===== config.mk =====
export PLATFORM = sky130hd
export DESIGN_NAME = game_gen2
export DESIGN_NICKNAME = d
export VERILOG_FILES = /design/src/rtl/game_gen2.sv
export SDC_FILE = /design/constraint.sdc
export NUM_CORES = 1
export LEC_CHECK = 0
export ABC_AREA = 1
export CORE_ASPECT_RATIO = 0.9
export CORE_MARGIN = 3
export CORE_UTILIZATION = 35
export DETAILED_ROUTE_END_ITERATION = 8
export SYNTH_ARGS = -nofsm -noshare
export SYNTH_HDL_FRONTEND = slang
export SYNTH_SLANG_ARGS = --single-unit

===== constraint.sdc =====
create_clock -name clk -period 2 [get_ports clk]
set_clock_uncertainty 0.15 [all_clocks]
set_input_delay 0.2 -clock clk [delete_from_list [all_inputs] [get_ports clk]]
set_output_delay 0.2 -clock clk [all_outputs]
set_load 0.02 [all_outputs]

===== src/rtl/game_gen2.sv =====
// game_gen2: two-sided count-to-target game built on one shared wrap-around counter.
// Latency: outputs are registered; WINNER/LOSER decode count and state combinationally.
// Flow control: none; enable gates stepping in RUN, and INIT restarts a game from any state.
// Optional feature macro: GAME_AUTORELOAD_EN (a win or loss event reloads count from a shadow copy).
module game_gen2 #(
  parameter int WIDTH  = 4,
  parameter int TARGET = 15,
  parameter int TW     = 8
) (
  input  logic             clk,
  input  logic             rst,
  input  logic             INIT,
  input  logic [WIDTH-1:0] initialValue,
  input  logic [1:0]       controlValue,
  input  logic             enable,
  output logic [WIDTH-1:0] count,
  output logic             WINNER,
  output logic             LOSER,
  output logic [TW-1:0]    win_tally,
  output logic [TW-1:0]    lose_tally,
  output logic             GAMEOVER,
  output logic [1:0]       WHO
);

  localparam logic [WIDTH-1:0] MAX_VAL = '1;
  localparam logic [TW-1:0]    TGT     = TW'(TARGET);

  typedef enum logic [1:0] {
    S_IDLE = 2'd0,
    S_RUN  = 2'd1,
    S_OVER = 2'd2
  } state_t;

  state_t           state;
  logic [WIDTH-1:0] step_val;
  logic [WIDTH-1:0] next_count;
  logic [TW-1:0]    win_next;
  logic [TW-1:0]    lose_next;
  logic             win_evt;
  logic             lose_evt;

  // Boundary flags only mean something while a game is actually running.
  assign WINNER = (state == S_RUN) && (count == MAX_VAL);
  assign LOSER  = (state == S_RUN) && (count == '0);

  // An event is counted only on an enabled edge that is not being overridden by INIT.
  assign win_evt  = WINNER && enable && !INIT;
  assign lose_evt = LOSER  && enable && !INIT;

  assign win_next  = win_tally  + TW'(1);
  assign lose_next = lose_tally + TW'(1);

  // Wrapping step for the selected mode; width truncation gives the modulo.
  always_comb begin
    step_val = count;
    case (controlValue)
      2'b00:   step_val = count + WIDTH'(1);
      2'b01:   step_val = count + WIDTH'(2);
      2'b10:   step_val = count - WIDTH'(1);
      default: step_val = count - WIDTH'(2);
    endcase
  end

`ifdef GAME_AUTORELOAD_EN
  logic [WIDTH-1:0] shadow;

  // Shadow copy of the load value, reused as the reload point after every event.
  always_ff @(posedge clk or posedge rst) begin
    if (rst) begin
      shadow <= '0;
    end else if (INIT) begin
      shadow <= initialValue;
    end
  end

  // Events reload instead of stepping, so a boundary load value repeats its event.
  always_comb begin
    next_count = step_val;
    if (win_evt || lose_evt) begin
      next_count = shadow;
    end
  end
`else
  // Without autoreload the counter always steps and wraps.
  always_comb begin
    next_count = step_val;
  end
`endif

  // Game state machine: counter, tallies, and registered result outputs.
  always_ff @(posedge clk or posedge rst) begin
    if (rst) begin
      state      <= S_IDLE;
      count      <= '0;
      win_tally  <= '0;
      lose_tally <= '0;
      GAMEOVER   <= 1'b0;
      WHO        <= 2'b00;
    end else if (INIT) begin
      // Load and (re)start; no step and no tally change on this edge.
      state      <= S_RUN;
      count      <= initialValue;
      win_tally  <= '0;
      lose_tally <= '0;
      GAMEOVER   <= 1'b0;
      WHO        <= 2'b00;
    end else begin
      case (state)
        S_RUN: begin
          if (enable) begin
            // The final step still applies on the game-ending edge.
            count <= next_count;
            if (win_evt) begin
              win_tally <= win_next;
              if (win_next == TGT) begin
                state    <= S_OVER;
                GAMEOVER <= 1'b1;
                WHO      <= 2'b10;
              end
            end else if (lose_evt) begin
              lose_tally <= lose_next;
              if (lose_next == TGT) begin
                state    <= S_OVER;
                GAMEOVER <= 1'b1;
                WHO      <= 2'b01;
              end
            end
          end
        end
        S_OVER: begin
          // Frozen until INIT or reset.
          GAMEOVER <= 1'b1;
        end
        default: begin
          // IDLE: wait for INIT, enable is ignored.
          state <= S_IDLE;
        end
      endcase
    end
  end

endmodule

## Word-level counts from Yosys, hierarchy flattened

Cells that the tools add are included.

| operators by class | value |
|---|---|
| $add $sub $neg | 6 |
| equality and inequality tests | 14 |
| reduce and logical (&&, ||, !) cells | 22 |
| mux-type cells | 33 |

Operators by type and width:

| kind | number |
|---|---|
| two-way mux 8 bit | 9 |
| two-way mux 2 bit | 12 |
| adder 8 x 1 -> 8 bit, second input constant | 2 |
| equality test 8 x 4 -> 1 bit, second input constant | 2 |
| AND reduction 5 bit | 3 |
| two-way mux 4 bit | 3 |
| one-hot mux 4 bit (3 select lines) | 1 |
| nonzero test 3 bit | 3 |
| != test 4 x 3 -> 1 bit, second input constant | 2 |
| nonzero test 2 bit | 4 |
| logical AND 1 bit | 6 |
| two-way mux 1 bit | 6 |
| adder 4 x 1 -> 4 bit, second input constant | 1 |
| adder 4 x 2 -> 4 bit, second input constant | 1 |
| equality test 2 x 1 -> 1 bit, second input constant | 2 |
| equality test 2 bit, second input constant | 2 |
| equality test 4 bit, second input constant | 1 |
| zero test 4 bit | 1 |
| != test 2 bit, second input constant | 2 |
| != test 4 bit, second input constant | 1 |
| one-hot mux 2 bit (2 select lines) | 1 |
| AND reduction 4 bit | 1 |
| subtractor 4 x 1 -> 4 bit, second input constant | 1 |
| subtractor 4 x 2 -> 4 bit, second input constant | 1 |
| 7 further kinds | 7 |

| word-level totals | value |
|---|---|
| input bits | 10 |
| output and inout bits | 25 |
| flip-flop bits (word level) | 25 |

## Longest topological paths before layout

| logic depth | value |
|---|---|
| word-level depth | 9 |
| depth in mapped cells | 12 |
| gate-level depth less buffers | 12 |

## Worst setup path before layout

Ideal clock, no wire load.

| path | value |
|---|---|
| path kind | reg2reg |
| start point | reg win_tally[1] |
| end point | reg GAMEOVER |
| path slack | 171 ps |
| arrival | 1562 ps |
| stages on the path, launching flop included | 12 |
| cells stage by stage | dfrtp_1 > ha_1 > nand2_1 > inv_1 > nor2_1 > nand3_1 > nor2_2 > nand3_1 > a21oi_2 > nand2_1 > nand2_1 > nand2_1 |

| on the way | value |
|---|---|
| cells in the longest elaborated chain, start to end | 4 |

Ends and longest elaborated chain:

| what | RTL line | text |
|---|---|---|
| start: declaration | 19 | `output logic [TW-1:0] win_tally,` |
| start signal: assignment | 114 | `win_tally <= win_next;` |
| adder 8 x 1 -> 8 bit | 50 | `assign win_next = win_tally + TW'(1);` |
| equality test 8 x 4 -> 1 bit | 115 | `if (win_next == TGT) begin` |
| != test 4 x 3 -> 1 bit (no source line) | - |  |
| AND reduction 5 bit (no source line) | - |  |
| end signal: assignment | 117 | `GAMEOVER <= 1'b1;` |
| end signal: assignment | 124 | `GAMEOVER <= 1'b1;` |
| end signal: assignment | 132 | `GAMEOVER <= 1'b1;` |
| end: declaration | 21 | `output logic GAMEOVER,` |

No other way between the ends.
A chain may end at the register's enable or synchronous reset.

## Final worst setup path

| path | value |
|---|---|
| start point | in controlValue[0] |
| end point | reg count[3] |

| on the way | value |
|---|---|
| cells in the longest elaborated chain, start to end | 5 |
| elaborated cells on any way between the ends | 7 |
| classes of those cells | eq/ne: 2; mux: 4; reduce/logical: 1 |

Ends and longest elaborated chain:

| what | RTL line | text |
|---|---|---|
| start: declaration | 14 | `input logic [1:0] controlValue,` |
| equality test 2 bit, or another cell as far along | 56 | `case (controlValue)` |
| one-hot mux 4 bit (3 select lines) * | 56 |  |
| two-way mux 4 bit * | 110 | `if (enable) begin` |
| two-way mux 4 bit * | 108 | `case (state)` |
| two-way mux 4 bit * | 99 | `end else if (INIT) begin` |
| end signal: assignment | 102 | `count <= initialValue;` |
| end signal: assignment | 112 | `count <= next_count;` |
| end: declaration | 16 | `output logic [WIDTH-1:0] count,` |

Mark *: on every way between the ends. The rest lies on a longest branch, timed or not. The select of a mux whose other input is x is not followed.

==> impl_results.md <==
* R2r worst-path depth at 11
* Cts hold-fix bufs at 0
* Initial DRC Count at 36
* Area share of the largest cell type after synthesis at a little under two fifths
* Kind of critical path: in -> reg
* Asr flop ratio synth at 100%
* Post-Syn Instances at around 230
* Clk slew on worst S/H paths at 0.10 ns
* Final setup viols at 0
* Post-route ant nets at 0
* Area grow syn2layout at 35.9%
* Antenna violations before repair at 0
* Vias in the first global route at ~1400
* Final WL at 3810 µm
* Hold Path Class: in -> async
* Via count at about 1600
* Core ar. at approximately 4300 µm²
* Worst Max-Slew Pin Slew at between 0.4 and 0.5 ns
* FP Rows at 22
* Worst reg2reg endpoint: GAMEOVER$_DFFE_PP0P_
* Finished Core Util at approximately 52%
* Largest area contributor in the netlist: dfrtp_1
* Syn nets at ~250
* Initial Utilization at a little under two fifths
* Clock Path Buffers at 2
* Peak Freq at 0.528 GHz
* Final Hold Fails at 0
* RSZ-0062 raised after global routing: no
* Crit end category: flop
* Placed Area at 2160 µm²
* Final std cells w/o fill at roughly 340
* H-tree levels at 1
* First-pass GRT wire length at around 6600 µm
* Share of cells above drive strength 1 at about an eighth
* Max cap viols at 0
* Post-synthesis register bit count at 25
* PD cells at 558 nW/µm²
* R2R Path Start: win_tally[0]$_DFFE_PP0P_
* CTS tree: yes
* Peak supply drop at roughly 330 µV
* Wire length per cell at 11.2 µm
* Clk Latency, worst-skew pair at 0.28 ns
* N_diodes at 0
* DR pass1 iterations at 4
* Min Tclk post-route at 1.89 ns
* Die area at around 5500 µm²
* Worst-path fanout max at 2
* Outcome: finished clean
* Largest net degree at the start of global routing at 26
* Worst EP required at between 2 and 2.5 ns
* Layout Cell Area excl Fill at 2230 µm²
* Total congestion overflow at 0
* Die H at a little over 70 µm
* Ranking of synthesized cells by area: dfrtp_1 (38%), nand2_1 (14%), nand3_1 (7.6%), inv_1 (6.2%), o21ai_0 (5.2%)
* Port bufs at 34
* Reg2Reg Setup Slack at 0.14 ns
* EDFF count, synth at 0
* Period utilization at a little over nine tenths
* DRC at 0
* Seq/Total Area, Yosys at a little under two fifths
* Commonest register cell after synthesis: dfrtp_1
* CTS Buf Count at 3
* Max-slew violations at 0
* CTS sink count at 25
* Yosys warns at 0
* Critical Path Start Type: input port
* Setup Total Neg Slack at 0 ns
* Final Wtd Congestion at about 0.86
* Post-synthesis cell area at about 1600 µm²
* Final #Nets at 300
* Yosys cell types at 29
* Chip width at about 78 µm
* Tot GR Track Use at 14.5%
* Placed insts at 335
* CTS root buf: clkbuf_8
* HPWL Detailed at approximately 3000 µm
* Fillers at 442
* Vias/cell at around 4.6
* Slew HR at a little over two thirds
* Leak pwr at approximately 0.00099 µW
* Synth Area per Inst at ~7 µm²
* CP Data Arrival Time at around 1.9 ns
* Ports at 35
sequential cells by signal (all words and copies together) (netlist names):
register	count
lose_tally	8
win_tally	8
count	4
WHO	2
state	2
GAMEOVER	1
worst max-delay path, stage by stage:
cell	delay, ns
clkdlybuf4s50_1	0.47
inv_1	0.05
or2_2	0.28
fa_1	0.38
xnor2_1	0.17
xnor2_1	0.15
nand2_1	0.07
a31oi_1	0.17
report_power, final:
group / switching, µW / internal [µW] / leakage, µW
logic: 192 / 166 / 0.000641
registers: 33.9 / 536 / 0.000330
clock network: 174 / 142 / 0.0000217
total: 399 / 844 / 0.000992
layout by cell type, fill, tap and decap left out, types with 5 or more instances in the layout:
| cell type | n |
|---|---|
| buf_4 | 18 |
| nor2_2 | 5 |
| o21ai_1 | 6 |
| ha_1 | 5 |
| clkdlybuf4s50_1 | 32 |
| dfrtp_1 | 24 |
| o21ai_0 | 16 |
| inv_1 | 27 |
| nand3_1 | 24 |
| nand2_1 | 61 |
| a21oi_1 | 5 |
| nor2_1 | 20 |
metrics by stage:
step	setup slack (ns)	power, µW	hold WS, ns
6_report	0.105	1240	0.124
5_1_grt	0.000817	1320	0.169
4_1_cts	0.0415	1250	0.128
3_5_place_dp	-0.185	937	0.318
3_3_place_gp	-0.126	932	0.322
2_1_floorplan	0.171	784	0.0773
per-layer routing:
layer | wire length [µm] | global-route usage (%) | up-vias
li1 | - | - | 845
met1 | 2040 | 21.9 | 706
met2 | 1600 | 21.4 | 27
met3 | 131 | 3.18 | 2
met4 | 29 | 2.91 | 0
met5 | 0 | 0 | -
logic make-up after synthesis:
| kind of cell | synth area share, % |
|---|---|
| and+or+nand+nor | 31.8 |
| AOI/OAI and AO/OA | 12.7 |
| buffers and inverters | 7.70 |
| xor gates and xnor gates | 2.67 |
| adders and majority gates | 7.02 |
| DFF | 38.1 |
final cells by class:
| type | count | area [µm²] | share of cell area [%] |
|---|---|---|---|
| clock inverter | 1 | 7.51 | 0.337 |
| multi-input combinational | 171 | 896 | 40.2 |
| clock buffer | 3 | 41.3 | 1.85 |
| tap | 60 | 75.1 | 3.37 |
| inverter | 29 | 109 | 4.88 |
| timing repair buffer | 52 | 473 | 21.2 |
| sequential | 25 | 627 | 28.1 |
repair_timing:
| item | 4_1_cts | 5_1_grt |
|---|---|---|
| resized for setup | 3 | 3 |
| buffers inserted | 0 | 2 |
| pin swaps | 0 | 1 |
| endpoints found under the setup margin | 2 | 4 |
cells in the mapped netlist, types with 3 or more instances:
cell type / instances
nand2_1: 61
o21ai_1: 5
dfrtp_1: 25
a21oi_1: 5
o21ai_0: 17
nand3_1: 25
nor2_1: 20
xnor2_1: 3
nand2_2: 3
inv_1: 27
ha_1: 6
nor2_2: 5
nor3_1: 4
worst max-delay path by stage:
stage,cells past startpoint,slack [ns],startpoint,end
floorplan,11,0.17,win_tally[1]$_DFFE_PP0P_,GAMEOVER$_DFFE_PP0P_
global placement,8,-0.13,controlValue[0],count[3]$_DFFE_PP0P_
detailed placement,8,-0.18,controlValue[0],count[3]$_DFFE_PP0P_
CTS,11,0.04,win_tally[0]$_DFFE_PP0P_,GAMEOVER$_DFFE_PP0P_
global route,8,0.0008,controlValue[0],count[3]$_DFFE_PP0P_
finish,8,0.11,controlValue[0],count[3]$_DFFE_PP0P_
Note: power is estimated with default switching activity, not from simulation.
